`src/rtl/out_buffer_pkg.sv`:
```
// Shared constants and helpers for the out_buffer_reg output staging FIFO.
// Optional OutParity support is enabled with the OUT_PARITY_EN macro.
package out_buffer_pkg;

  localparam int WIDTH_DEF = 4;
  localparam int DEPTH_DEF = 4;
  localparam int PTR_W     = $clog2(DEPTH_DEF);
  localparam int CNT_W     = PTR_W + 1;

  // Out powers up and resets to all zeros, replicated to any width.
  localparam logic OUT_RST_BIT = 1'b0;

  // Parity over a zero-extended word; words wider than 64 bits are not supported.
  function automatic logic parity_even(input logic [63:0] d);
    return ^d;
  endfunction

endpackage

```
`src/rtl/out_buffer_mem.sv`:
```
// DEPTH-entry storage for the output FIFO: synchronous write, combinational read.
// Contents are not reset; occupancy tracking in the parent decides what is valid.
module out_buffer_mem #(
  parameter int DW    = 4,
  parameter int DEPTH = 4,
  parameter int AW    = $clog2(DEPTH)
) (
  input  logic          clk,
  input  logic          we,
  input  logic [AW-1:0] waddr,
  input  logic [DW-1:0] wdata,
  input  logic [AW-1:0] raddr,
  output logic [DW-1:0] rdata
);

  logic [DW-1:0] mem_reg [DEPTH];

  always_ff @(posedge clk) begin
    if (we) mem_reg[waddr] <= wdata;
  end

  assign rdata = mem_reg[raddr];

endmodule

```
`src/rtl/out_buffer_reg.sv`:
```
// Show-ahead output FIFO between the internal bus and the output pins, valid/ack handshake.
// Define OUT_PARITY_EN to add the registered OutParity output (parity stored per entry).
module out_buffer_reg
  import out_buffer_pkg::*;
#(
  parameter int WIDTH = WIDTH_DEF,
  parameter int DEPTH = DEPTH_DEF
) (
  input  logic                   MainClock,
  input  logic                   MainReset,
  input  logic [WIDTH-1:0]       IB,
  input  logic                   LoadOut,
  input  logic                   OutAck,
  output logic [WIDTH-1:0]       Out,
  output logic                   OutValid,
  output logic                   Full,
  output logic                   Empty,
  output logic [$clog2(DEPTH):0] Count,
  output logic                   Overflow
`ifdef OUT_PARITY_EN
  ,
  output logic                   OutParity
`endif
);

  localparam int PW = $clog2(DEPTH);
  localparam int CW = PW + 1;
`ifdef OUT_PARITY_EN
  localparam int SW = WIDTH + 1;
`else
  localparam int SW = WIDTH;
`endif

  logic [PW-1:0]    rptr_reg, rptr_next, wptr_reg, wptr_next;
  logic [CW-1:0]    count_reg, count_next;
  logic             overflow_reg, overflow_next;
  logic             valid_reg, valid_next;
  logic [WIDTH-1:0] out_reg, out_next;
  logic             full, empty, push, pop;
  logic [SW-1:0]    wdata, rdata, head_data;
  logic             head_load;
`ifdef OUT_PARITY_EN
  logic             parity_reg, parity_next;
`endif

`ifdef OUT_PARITY_EN
  assign wdata = {parity_even(64'(IB)), IB};
`else
  assign wdata = IB;
`endif

  // The memory is read one past the head: that is the word Out shows after a pop.
  out_buffer_mem #(.DW(SW), .DEPTH(DEPTH), .AW(PW)) u_mem (
    .clk   (MainClock),
    .we    (push),
    .waddr (wptr_reg),
    .wdata (wdata),
    .raddr (rptr_reg + 1'b1),
    .rdata (rdata)
  );

  always_comb begin
    full          = (count_reg == CW'(DEPTH));
    empty         = (count_reg == '0);
    push          = LoadOut && (!full || OutAck);
    pop           = OutAck && valid_reg;
    wptr_next     = push ? wptr_reg + 1'b1 : wptr_reg;
    rptr_next     = pop  ? rptr_reg + 1'b1 : rptr_reg;
    overflow_next = overflow_reg || (LoadOut && full && !OutAck);
    count_next    = count_reg;
    if (push && !pop)      count_next = count_reg + 1'b1;
    else if (pop && !push) count_next = count_reg - 1'b1;
    valid_next    = (count_next != '0);

    // The incoming word bypasses storage when it becomes the head immediately.
    head_load = 1'b0;
    head_data = rdata;
    if (push && (empty || (pop && count_reg == CW'(1)))) begin
      head_load = 1'b1;
      head_data = wdata;
    end else if (pop && count_reg > CW'(1)) begin
      head_load = 1'b1;
    end
    out_next = head_load ? head_data[WIDTH-1:0] : out_reg;
`ifdef OUT_PARITY_EN
    parity_next = head_load ? head_data[WIDTH] : parity_reg;
`endif
  end

  always_ff @(posedge MainClock or negedge MainReset) begin
    if (!MainReset) begin
      rptr_reg     <= '0;
      wptr_reg     <= '0;
      count_reg    <= '0;
      overflow_reg <= 1'b0;
      valid_reg    <= 1'b0;
      out_reg      <= {WIDTH{OUT_RST_BIT}};
`ifdef OUT_PARITY_EN
      parity_reg   <= 1'b0;
`endif
    end else begin
      rptr_reg     <= rptr_next;
      wptr_reg     <= wptr_next;
      count_reg    <= count_next;
      overflow_reg <= overflow_next;
      valid_reg    <= valid_next;
      out_reg      <= out_next;
`ifdef OUT_PARITY_EN
      parity_reg   <= parity_next;
`endif
    end
  end

  assign Out      = out_reg;
  assign OutValid = valid_reg;
  assign Full     = full;
  assign Empty    = empty;
  assign Count    = count_reg;
  assign Overflow = overflow_reg;
`ifdef OUT_PARITY_EN
  assign OutParity = parity_reg;
`endif

endmodule

```
`config.mk`:
```
export PLATFORM = sky130hd
export DESIGN_NAME = out_buffer_reg
export DESIGN_NICKNAME = d
export VERILOG_FILES = /design/src/rtl/out_buffer_pkg.sv /design/src/rtl/out_buffer_mem.sv /design/src/rtl/out_buffer_reg.sv
export SDC_FILE = /design/constraint.sdc
export NUM_CORES = 1
export LEC_CHECK = 0
export CAP_MARGIN = 20
export CORE_ASPECT_RATIO = 1.25
export CORE_UTILIZATION = 50
export DETAILED_ROUTE_END_ITERATION = 16
export PLACE_DENSITY = 0.74
export SYNTH_ARGS = -nofsm -noshare
export SYNTH_HDL_FRONTEND = slang
export SYNTH_SLANG_ARGS = --single-unit
```
`constraint.sdc`:
```
create_clock -name MainClock -period 2.25 [get_ports MainClock]
set_input_delay 0.45 -clock MainClock [delete_from_list [all_inputs] [get_ports MainClock]]
set_output_delay 0.45 -clock MainClock [all_outputs]
set_load 0.02 [all_outputs]
```
---- After elaboration in Yosys (flattened, before gate mapping) ----
Memories as Yosys holds them, arrays and structs flattened.
Cells that the tools add are included.
word-level totals
  flip-flop bits (word level) ............. 13
  memory bits (writable) .................. 16
  input bits .............................. 8
  memories ................................ 1
memories
  memory         depth  width  rd ports  clocked after Yosys merged registers in  wr ports  RTL line              source
  u_mem.mem_reg  4      4      1         0                                        1         out_buffer_mem.sv:16  logic [DW-1:0] mem_reg [DEPTH];
cells by class
  add/sub/neg operators ................... 4
  order comparisons ....................... 1
  eq/ne operators ......................... 2
  multiplexer cells ....................... 7
  reduce and logical (&&, ||, !) cells .... 18
operators with widths
  operator                                              count
  logical AND 1 bit                                     9
  two-way mux 3 bit                                     2
  adder 2 x 1 -> 2 bit (second input constant)          2
  logical NOT 1 bit                                     4
  two-way mux 1 bit                                     4
  two-way mux 4 bit                                     1
  adder 3 x 1 -> 3 bit (second input constant)          1
  equality test 3 x 1 -> 1 bit (second input constant)  1
  equality test 3 bit (second input constant)           1
  > comparator 3 x 1 -> 1 bit (second input constant)   1
  logical NOT 3 bit                                     1
  logical OR 1 bit                                      3
  nonzero test 3 bit                                    1
  subtractor 3 x 1 -> 3 bit (second input constant)     1

---- Logic depth before layout (Yosys ltp) ----
Gate-level depths: netlist (run 1).
  word-level depth ........................ 9
  gate-level depth with buffers ........... 7

---- By module ----
Synthesis (run 1) repeated with hierarchy kept, for this count alone.
second synthesis, totals
  cell total of the unflattened synthesis .. 88
  area, all modules ....................... 1317.5 µm²
modules (own cells, without submodules)
  module          times used  cells each  area each (µm²)  seq. area each (µm²)
  out_buffer_reg  1           64          700.7            325.3
  out_buffer_mem  1           24          616.8            480.5

---- Least setup slack after synthesis (run 1) ----
Ideal clock, no wire load.
  kind .................................... flip-flop to flip-flop
  start ................................... register count_reg[0] (netlist: Count[0])
  end ..................................... register valid_reg (netlist: OutValid)
  setup time .............................. 131 ps
  arrival ................................. 1689 ps
  setup slack ............................. 430 ps
  stages on the path, launching flop included .. 7
  path buffers ............................ 0
  cell sequence ........................... dfrtp_1 -> inv_1 -> ha_1 -> nand2_1 -> a22oi_2 -> a221o_1 -> or3_1
between the ends
  cells in the longest elaborated chain, start to end .. 9
  elaborated cells between the ends (all ways) .. 12
  classes of those cells .................. add/sub (2); eq/ne (1); mux (2); reduce/logical (7)
ends and longest elaborated chain
  element                   RTL line               source
  start: declaration        out_buffer_reg.sv:35   logic [CW-1:0] count_reg, count_next;
  start signal: assignment  out_buffer_reg.sv:104  count_reg <= count_next;
  equality test 3 bit       out_buffer_reg.sv:63   full = (count_reg == CW'(DEPTH));
  logical NOT 1 bit         out_buffer_reg.sv:65   push = LoadOut && (!full || OutAck);
  logical OR 1 bit          out_buffer_reg.sv:65
  logical AND 1 bit         out_buffer_reg.sv:65
  logical NOT 1 bit         out_buffer_reg.sv:72   else if (pop && !push) count_next = count_reg - 1'b1;
  logical AND 1 bit         out_buffer_reg.sv:72
  two-way mux 3 bit         out_buffer_reg.sv:72
  two-way mux 3 bit *       out_buffer_reg.sv:71   if (push && !pop) count_next = count_reg + 1'b1;
  via count_next[1]         out_buffer_reg.sv:35
  nonzero test 3 bit *      out_buffer_reg.sv:73   valid_next = (count_next != '0);
  via valid_next            out_buffer_reg.sv:37   logic valid_reg, valid_next;
  end signal: assignment    out_buffer_reg.sv:106  valid_reg <= valid_next;
  end: declaration          out_buffer_reg.sv:37
Mark *: on every way through the listed nets, which the timed path passes. The rest lies on a longest branch.
A chain may end at the register's enable or synchronous reset.

---- Final worst setup path (run 1) ----
  start ................................... register count_reg[1] (netlist: Count[1])
  end ..................................... output Full
between the ends
  cells in the longest elaborated chain, start to end .. 1
ends and longest elaborated chain
  element              RTL line              source
  equality test 3 bit  out_buffer_reg.sv:63
  end: declaration     out_buffer_reg.sv:16  output logic Full,
No other way between the ends.

==> results of run 1 <==
power breakdown:
part	total [mW]	switching (mW)	internal (mW)	leakage, nW
clock	0.271	0.158	0.113	0.0258
combinational	0.948	0.461	0.487	0.359
sequential	0.879	0.139	0.740	0.294
total	2.10	0.758	1.34	0.679
Yosys cell counts (2+ instances only):
cell type / number / area share, %
edfxtp_1: 16 / 35
clkbuf_1: 2 / 0.54
xnor2_1: 5 / 3.2
nor2_1: 4 / 1.1
mux2i_1: 4 / 2.9
ha_1: 8 / 7.2
inv_1: 5 / 1.4
dfrtp_1: 13 / 23
and3_2: 4 / 2.2
nand2_1: 5 / 1.4
a21oi_1: 5 / 1.8
mux4_2: 4 / 6.5
nor2b_1: 2 / 0.90
per-layer routing:
layer	up-vias	GRT usage, %
met1	424	21.4
met5	-	0
met4	0	12.6
li1	403	-
met3	5	4.51
met2	23	32.5
cell usage in the layout (no fill, tap or decap), drive strengths merged, types with 4 or more instances in the layout:
cell and n:
and3 4, ha 8, nor2 4, clkdlybuf4s50 16, buf 4, dfrtp 13
a21oi 5, mux4 4, nand2 5, edfxtp 16, xnor2 5, inv 5
mux2i 4, clkbuf 6
metrics by stage:
stage	hold slack [ns]	std cells	util, %	instance area [um2]
final	0.482	156	62.5	1660
after global routing	0.500	156	62.5	1660
after CTS	0.491	156	62.5	1660
after detailed placement	0.466	149	60.9	1620
after global placement	0.472	149	60.9	1620
after floorplan	0.154	97	-	1390
worst register-to-register path, cell delays in order (launching register included):
cell     delay (ns)
dfrtp_1        0.39
inv_1          0.11
ha_1           0.17
o21ba_1        0.15
o21ai_1        0.47
mux2i_1        0.27
a21oi_1        0.08
kinds of logic (layout without fill, tap and decap cells):
kind of cell               Yosys count  count (layout)
buffers and inverters                9              34
DFF                                 29              29
adders and majority gates            8               8
muxes                                8               8
AOI/OAI and AO/OA                   13              13
and+or+nand+nor                     24              24
xor gates and xnor gates             6               6
cell type report:
class / instances / area, um2 / area share (%)
multi-input combinational: 59 / 539 / 32.5
clock buffer: 6 / 41.3 / 2.49
sequential: 29 / 806 / 48.6
clock inverter: 1 / 3.75 / 0.226
timing repair buffer: 22 / 208 / 12.5
inverter: 5 / 18.8 / 1.13
tap: 34 / 42.5 / 2.56
worst paths after layout:
path	end	slack, ns	start	cells past startpoint
worst max-delay path	Full	0.22	Count[1]	5
worst min-delay path	Overflow	0.48	Overflow	1
worst max register to register	Out[3]	0.50	Count[1]	6
worst min register to register	Overflow	0.48	Overflow	1
max in group asynchronous	OutValid	1.35	MainReset	1
min in group asynchronous	Overflow	0.51	MainReset	1
==> summary.txt, run 1 <==
Status
  – Status: completed

Synth
  – Post-Synthesis Net Count: 113
  – Cell area after synthesis: 1390 um2
  – Proportion of synthesized area in mux cells: 9.38%
  – Predominant post-synthesis flop cell: edfxtp_1
  – Post-synthesis simple-gate area fraction: 10.9%
  – Synth Warn #: 0
  – Compound-gate portion of the synthesized area: 7.03%
  – Post-synthesis sequential area ratio: 58.1%
  – Synth Area per Inst: 14.3 um2
  – Async SR Flop Fraction: 44.8%
  – Cell variety after synth: 33
  – Synth Register Bits: 29
  – Syn Inst Count: 97
  – EDFF count, synth: 16
  – Synth Area in XOR/XNOR: 4.33%
  – Synth Area in Adders: 7.21%
  – Largest family of logic cells by synthesized area: simple AND/OR/NAND/NOR gates

GRT
  – Largest net degree at the start of global routing: 14
  – Global route overflow: 0
  – Vias in the first global route: 848
  – Initial antenna violation count: 0
  – Gr usage total: 18.9%
  – First-pass GRT wire length: 3900 um

Routing
  – Met3 WL post-DR: 86 um
  – Highest routed layer: met4
  – Number of routed nets with antenna violations: 0
  – Met1 WL: 981 um
  – Final WL: 2340 um
  – Wire length per cell: 15.0 um
  – First drt pass iteration count: 4
  – Vias/cell: 5.48
  – DRC viols: 0
  – Vias: 855
  – Routed wl met2: 1220 um
  – Drt initial violations: 14

Clock network
  – CTS tree: done
  – Cts bufs inserted: 5
  – Worst skew pair latency: 0.32 ns
  – Post-CTS Setup Repair Bufs: 0
  – Clock slew at reported path FFs: 0.08 ns
  – H-Tree Level Count: 2
  – Clock sinks: 29
  – Number of hold buffers added after CTS: 0
  – CTS Buffer Depth: 2
  – Clock root buffer: clkbuf_4
  – CTS resizes: 2

Critical path
  – Critical path required time: 1.80 ns
  – Worst path bufs/invs: 3
  – WS Path Type: reg2out
  – Startpoint types: flip-flop
  – Delay of the slowest critical-path stage: 0.39 ns
  – CP arrival: 1.58 ns
  – Critical-path cell list: inv_1, ha_1, nand2_1, inv_1, dlygate4sd2_1
  – CP max FO: 5
  – CP top delay family: buffers and inverters
  – CP endpoint kind: output pin
  – Most used cell along the critical path: inv_1
  – Slowest-stage cell, CP: dfrtp_1

Timing
  – Final Skew: 0.00614 ns
  – Fin worst setup slack: 0.224 ns
  – Final Slew Violations: 0
  – Fin Setup TNS: 0 ns
  – RSZ-0062 raised after global routing: false
  – Rel. slew slack: 59.7%
  – Peak Freq: 494 MHz
  – Final clock period utilization by the worst path: 90.0%
  – Fin. Hold Viols: 0
  – Worst slew pin tran: 0.603 ns
  – Final worst path period need: 2.03 ns
  – Final setup fails: 0

Place
  – Pre-CTS WS: 0.0141 ns
  – Port bufs: 18
  – Detail Placement HPWL: 1710 um
  – Final GP Congestion: 0.754

Power
  – Power Dens Cells: 1260 nW/um2
  – Total Power: 2.10 mW
  – P_leak: 0.679 nW
  – IR drop worst, VDD: 0.731 mV

Floorplanning
  – Die H: 60.9 um
  – Num rows: 21
  – CORE AREA: 2650 um2
  – # IOs: 19
  – DIE AREA: 2990 um2
  – Starting Density: 52.3%
  – Die Span X: 49.1 um

Worst hold path
  – Path type of the worst min-delay path: reg2reg

Finish
  – Layout net count: 138
  – Ant diodes: 0
  – Max reg flops: 16
  – Synthesis-to-layout area growth: 19.6%
  – Share of post-route cells with drive strength above 1: 18.0%
  – Filler instances: 210

Run
  – MaxCap Viol Count: 0
Power figures use the tool's default switching activity.
==> run 2: changes to the inputs <==
==> constraint.sdc (replaced) <==
create_clock -name MainClock -period 2.25 [get_ports MainClock]
set_input_delay 0.675 -clock MainClock [delete_from_list [all_inputs] [get_ports MainClock]]
set_output_delay 0.675 -clock MainClock [all_outputs]
set_load 0.02 [all_outputs]
==> summary.txt, run 2 (synthesized netlist as in run 1, its figures left out) <==
Status
  – Status: completed

Floorplanning
  – Die Span X: 49.1 um (unchanged)
  – Num rows: 21 (unchanged)
  – Starting Density: 52.3% (unchanged)
  – # IOs: 19 (unchanged)
  – CORE AREA: 2650 um2 (unchanged)
  – Die H: 60.9 um (unchanged)
  – DIE AREA: 2990 um2 (unchanged)

Timing
  – Fin Setup TNS: 0 ns (unchanged)
  – Final hold slack: 0.487 ns (+0.00470 ns)
  – Final setup fails: 0 (unchanged)
  – Rel. slew slack: 57.0% (-2.7 points)
  – Fin worst setup slack: 0.0663 ns (-0.158 ns)
  – Final worst path period need: 2.18 ns (+0.158 ns)
  – Peak Freq: 458 MHz (-7.2%)
  – Worst slew pin tran: 0.644 ns (+0.0410 ns)
  – Fin. Hold Viols: 0 (unchanged)
  – Final Slew Violations: 0 (unchanged)
  – Final clock period utilization by the worst path: 97.1% (+7.0 points)
  – RSZ-0062 raised after global routing: false
  – Final Skew: 0.00747 ns (+0.00133 ns)

Critical path
  – CP arrival: 1.51 ns (-0.07 ns)
  – Slowest-stage cell, CP: clkdlybuf4s50_1
  – Critical path required time: 1.57 ns (-0.23 ns)
  – Startpoint types: flip-flop
  – CP endpoint kind: output pin
  – Delay of the slowest critical-path stage: 0.67 ns (+0.28 ns)
  – CP top delay family: buffers and inverters
  – Worst path bufs/invs: 1 (-2)
  – Critical-path cell list: clkdlybuf4s50_1
  – CP max FO: 8 (+3)
  – WS Path Type: reg2out

Finish
  – Share of post-route cells with drive strength above 1: 26.9% (+8.9 points)
  – Ant diodes: 0 (unchanged)
  – Multi-input logic area: 542 um2 (+0.46%)
  – Layout net count: 145 (+5.1%)
  – FF/Latch Area: 807 um2 (+0.16%)
  – Final core occ: 64.6% (+2.1 points)
  – Fin area: 1710 um2 (+3.3%)
  – Filler instances: 205 (-2.4%)
  – Max reg flops: 16 (unchanged)
  – Most frequent cells in the layout: clkdlybuf4s50_1 (16), edfxtp_1 (16), dfrtp_1 (12), buf_4 (11), ha_1 (7)
  – Synthesis-to-layout area growth: 23.5%
  – Post-Layout Cell Count: 164 (+5.1%)

GRT
  – Vias in the first global route: 854 (+0.71%)
  – Gr usage total: 19.9% (+0.93 points)
  – Initial antenna violation count: 0 (unchanged)
  – First-pass GRT wire length: 4000 um (+2.7%)
  – Global route overflow: 0 (unchanged)
  – Largest net degree at the start of global routing: 14 (unchanged)

Routing
  – First drt pass iteration count: 5 (+1)
  – Wire length per cell: 15.7 um (+4.8%)
  – Number of routed nets with antenna violations: 0 (unchanged)
  – Routed wl met2: 1440 um (+18%)
  – Drt initial violations: 9 (-5)
  – Met3 WL post-DR: 83 um (-3.5%)
  – Final WL: 2570 um (+10%)
  – Met1 WL: 1010 um (+3.4%)
  – DRC viols: 0 (unchanged)
  – Highest routed layer: met4
  – Vias: 866 (+1.3%)
  – Vias/cell: 5.28 (-3.7%)

Clock network
  – CTS resizes: 3 (+1)
  – H-Tree Level Count: 2 (unchanged)
  – CTS tree: done
  – Post-CTS Setup Repair Bufs: 0 (unchanged)
  – Clock root buffer: clkbuf_4
  – CTS Buffer Depth: 2 (unchanged)
  – Clock sinks: 29 (unchanged)
  – Worst skew pair latency: 0.33 ns (about the same)
  – Number of hold buffers added after CTS: 0 (unchanged)
  – Cts bufs inserted: 5 (unchanged)
  – Clock slew at reported path FFs: 0.09 ns (about the same)

Place
  – Port bufs: 18 (unchanged)
  – Pre-CTS WS: -0.155 ns (-0.169 ns)
  – Placed cell areas: 1670 um2 (+3.3%)
  – Detail Placement HPWL: 1910 um (+11%)
  – Final GP Congestion: 0.871 (+16%)
  – DP Cell Count: 156 (+4.7%)

Power
  – P_leak: 0.710 nW (+4.5%)
  – Power Dens Cells: 1260 nW/um2 (about the same)
  – IR drop worst, VDD: 0.599 mV (-18%)
  – Total Power: 2.17 mW (+3.3%)

Run
  – MaxCap Viol Count: 0 (unchanged)

Worst hold path
  – Path type of the worst min-delay path: reg2reg
==> run 2: cell count changes in the layout (fill, tap and decap cells not counted) <==
cell           change
buf_4              +7
clkbuf_2           +2
clkinv_1           -1
clkinv_2           +2
dfrtp_1            -1
dfrtp_2            +1
dlygate4sd2_1      -2
ha_1               -1
ha_2               +1
==> run 2: layer usage <==
| layer | GRT usage, % | vias to the layer above |
|---|---|---|
| li1 | - | 417 |
| met1 | 20.4 | 428 |
| met2 | 36.4 | 17 |
| met3 | 6.77 | 4 |
| met4 | 10.1 | 0 |
| met5 | 0 | - |
==> run 2: worst register-to-register path, stage by stage, from the launching register on <==
cell and delay (ns):
dfrtp_1 0.39, inv_1 0.11, ha_2 0.24, nand2_1 0.08, buf_4 0.15, a22oi_2 0.17, buf_4 0.14, xnor2_1 0.06
or3_1 0.37
==> run 2: worst paths after layout <==
| path | slack, ns | start | depth (start not counted) | endpoint |
|---|---|---|---|---|
| worst max-delay path | 0.07 | Count[2] | 1 | Count[2] |
| worst min-delay path | 0.49 | Overflow | 1 | Overflow |
| worst max register to register | 0.41 | Count[1] | 8 | OutValid |
| worst min register to register | 0.49 | Overflow | 1 | Overflow |
| max in group asynchronous | 1.06 | MainReset | 1 | OutValid |
| min in group asynchronous | 0.74 | MainReset | 1 | Count[2] |
==> run 2: final cells by class <==
| class | count | area share, % |
|---|---|---|
| clock inverter | 2 | 0.584 |
| inverter | 5 | 1.09 |
| clock buffer | 6 | 2.41 |
| sequential | 29 | 47.1 |
| timing repair buffer | 29 | 14.7 |
| multi-input combinational | 59 | 31.6 |
| tap | 34 | 2.48 |
==> run 2: where the power goes <==
group          internal [mW]  switching, mW  total [mW]
logic                  0.517          0.472       0.989
registers              0.742          0.144       0.886
clock network          0.119          0.175       0.294
total                   1.38          0.791        2.17
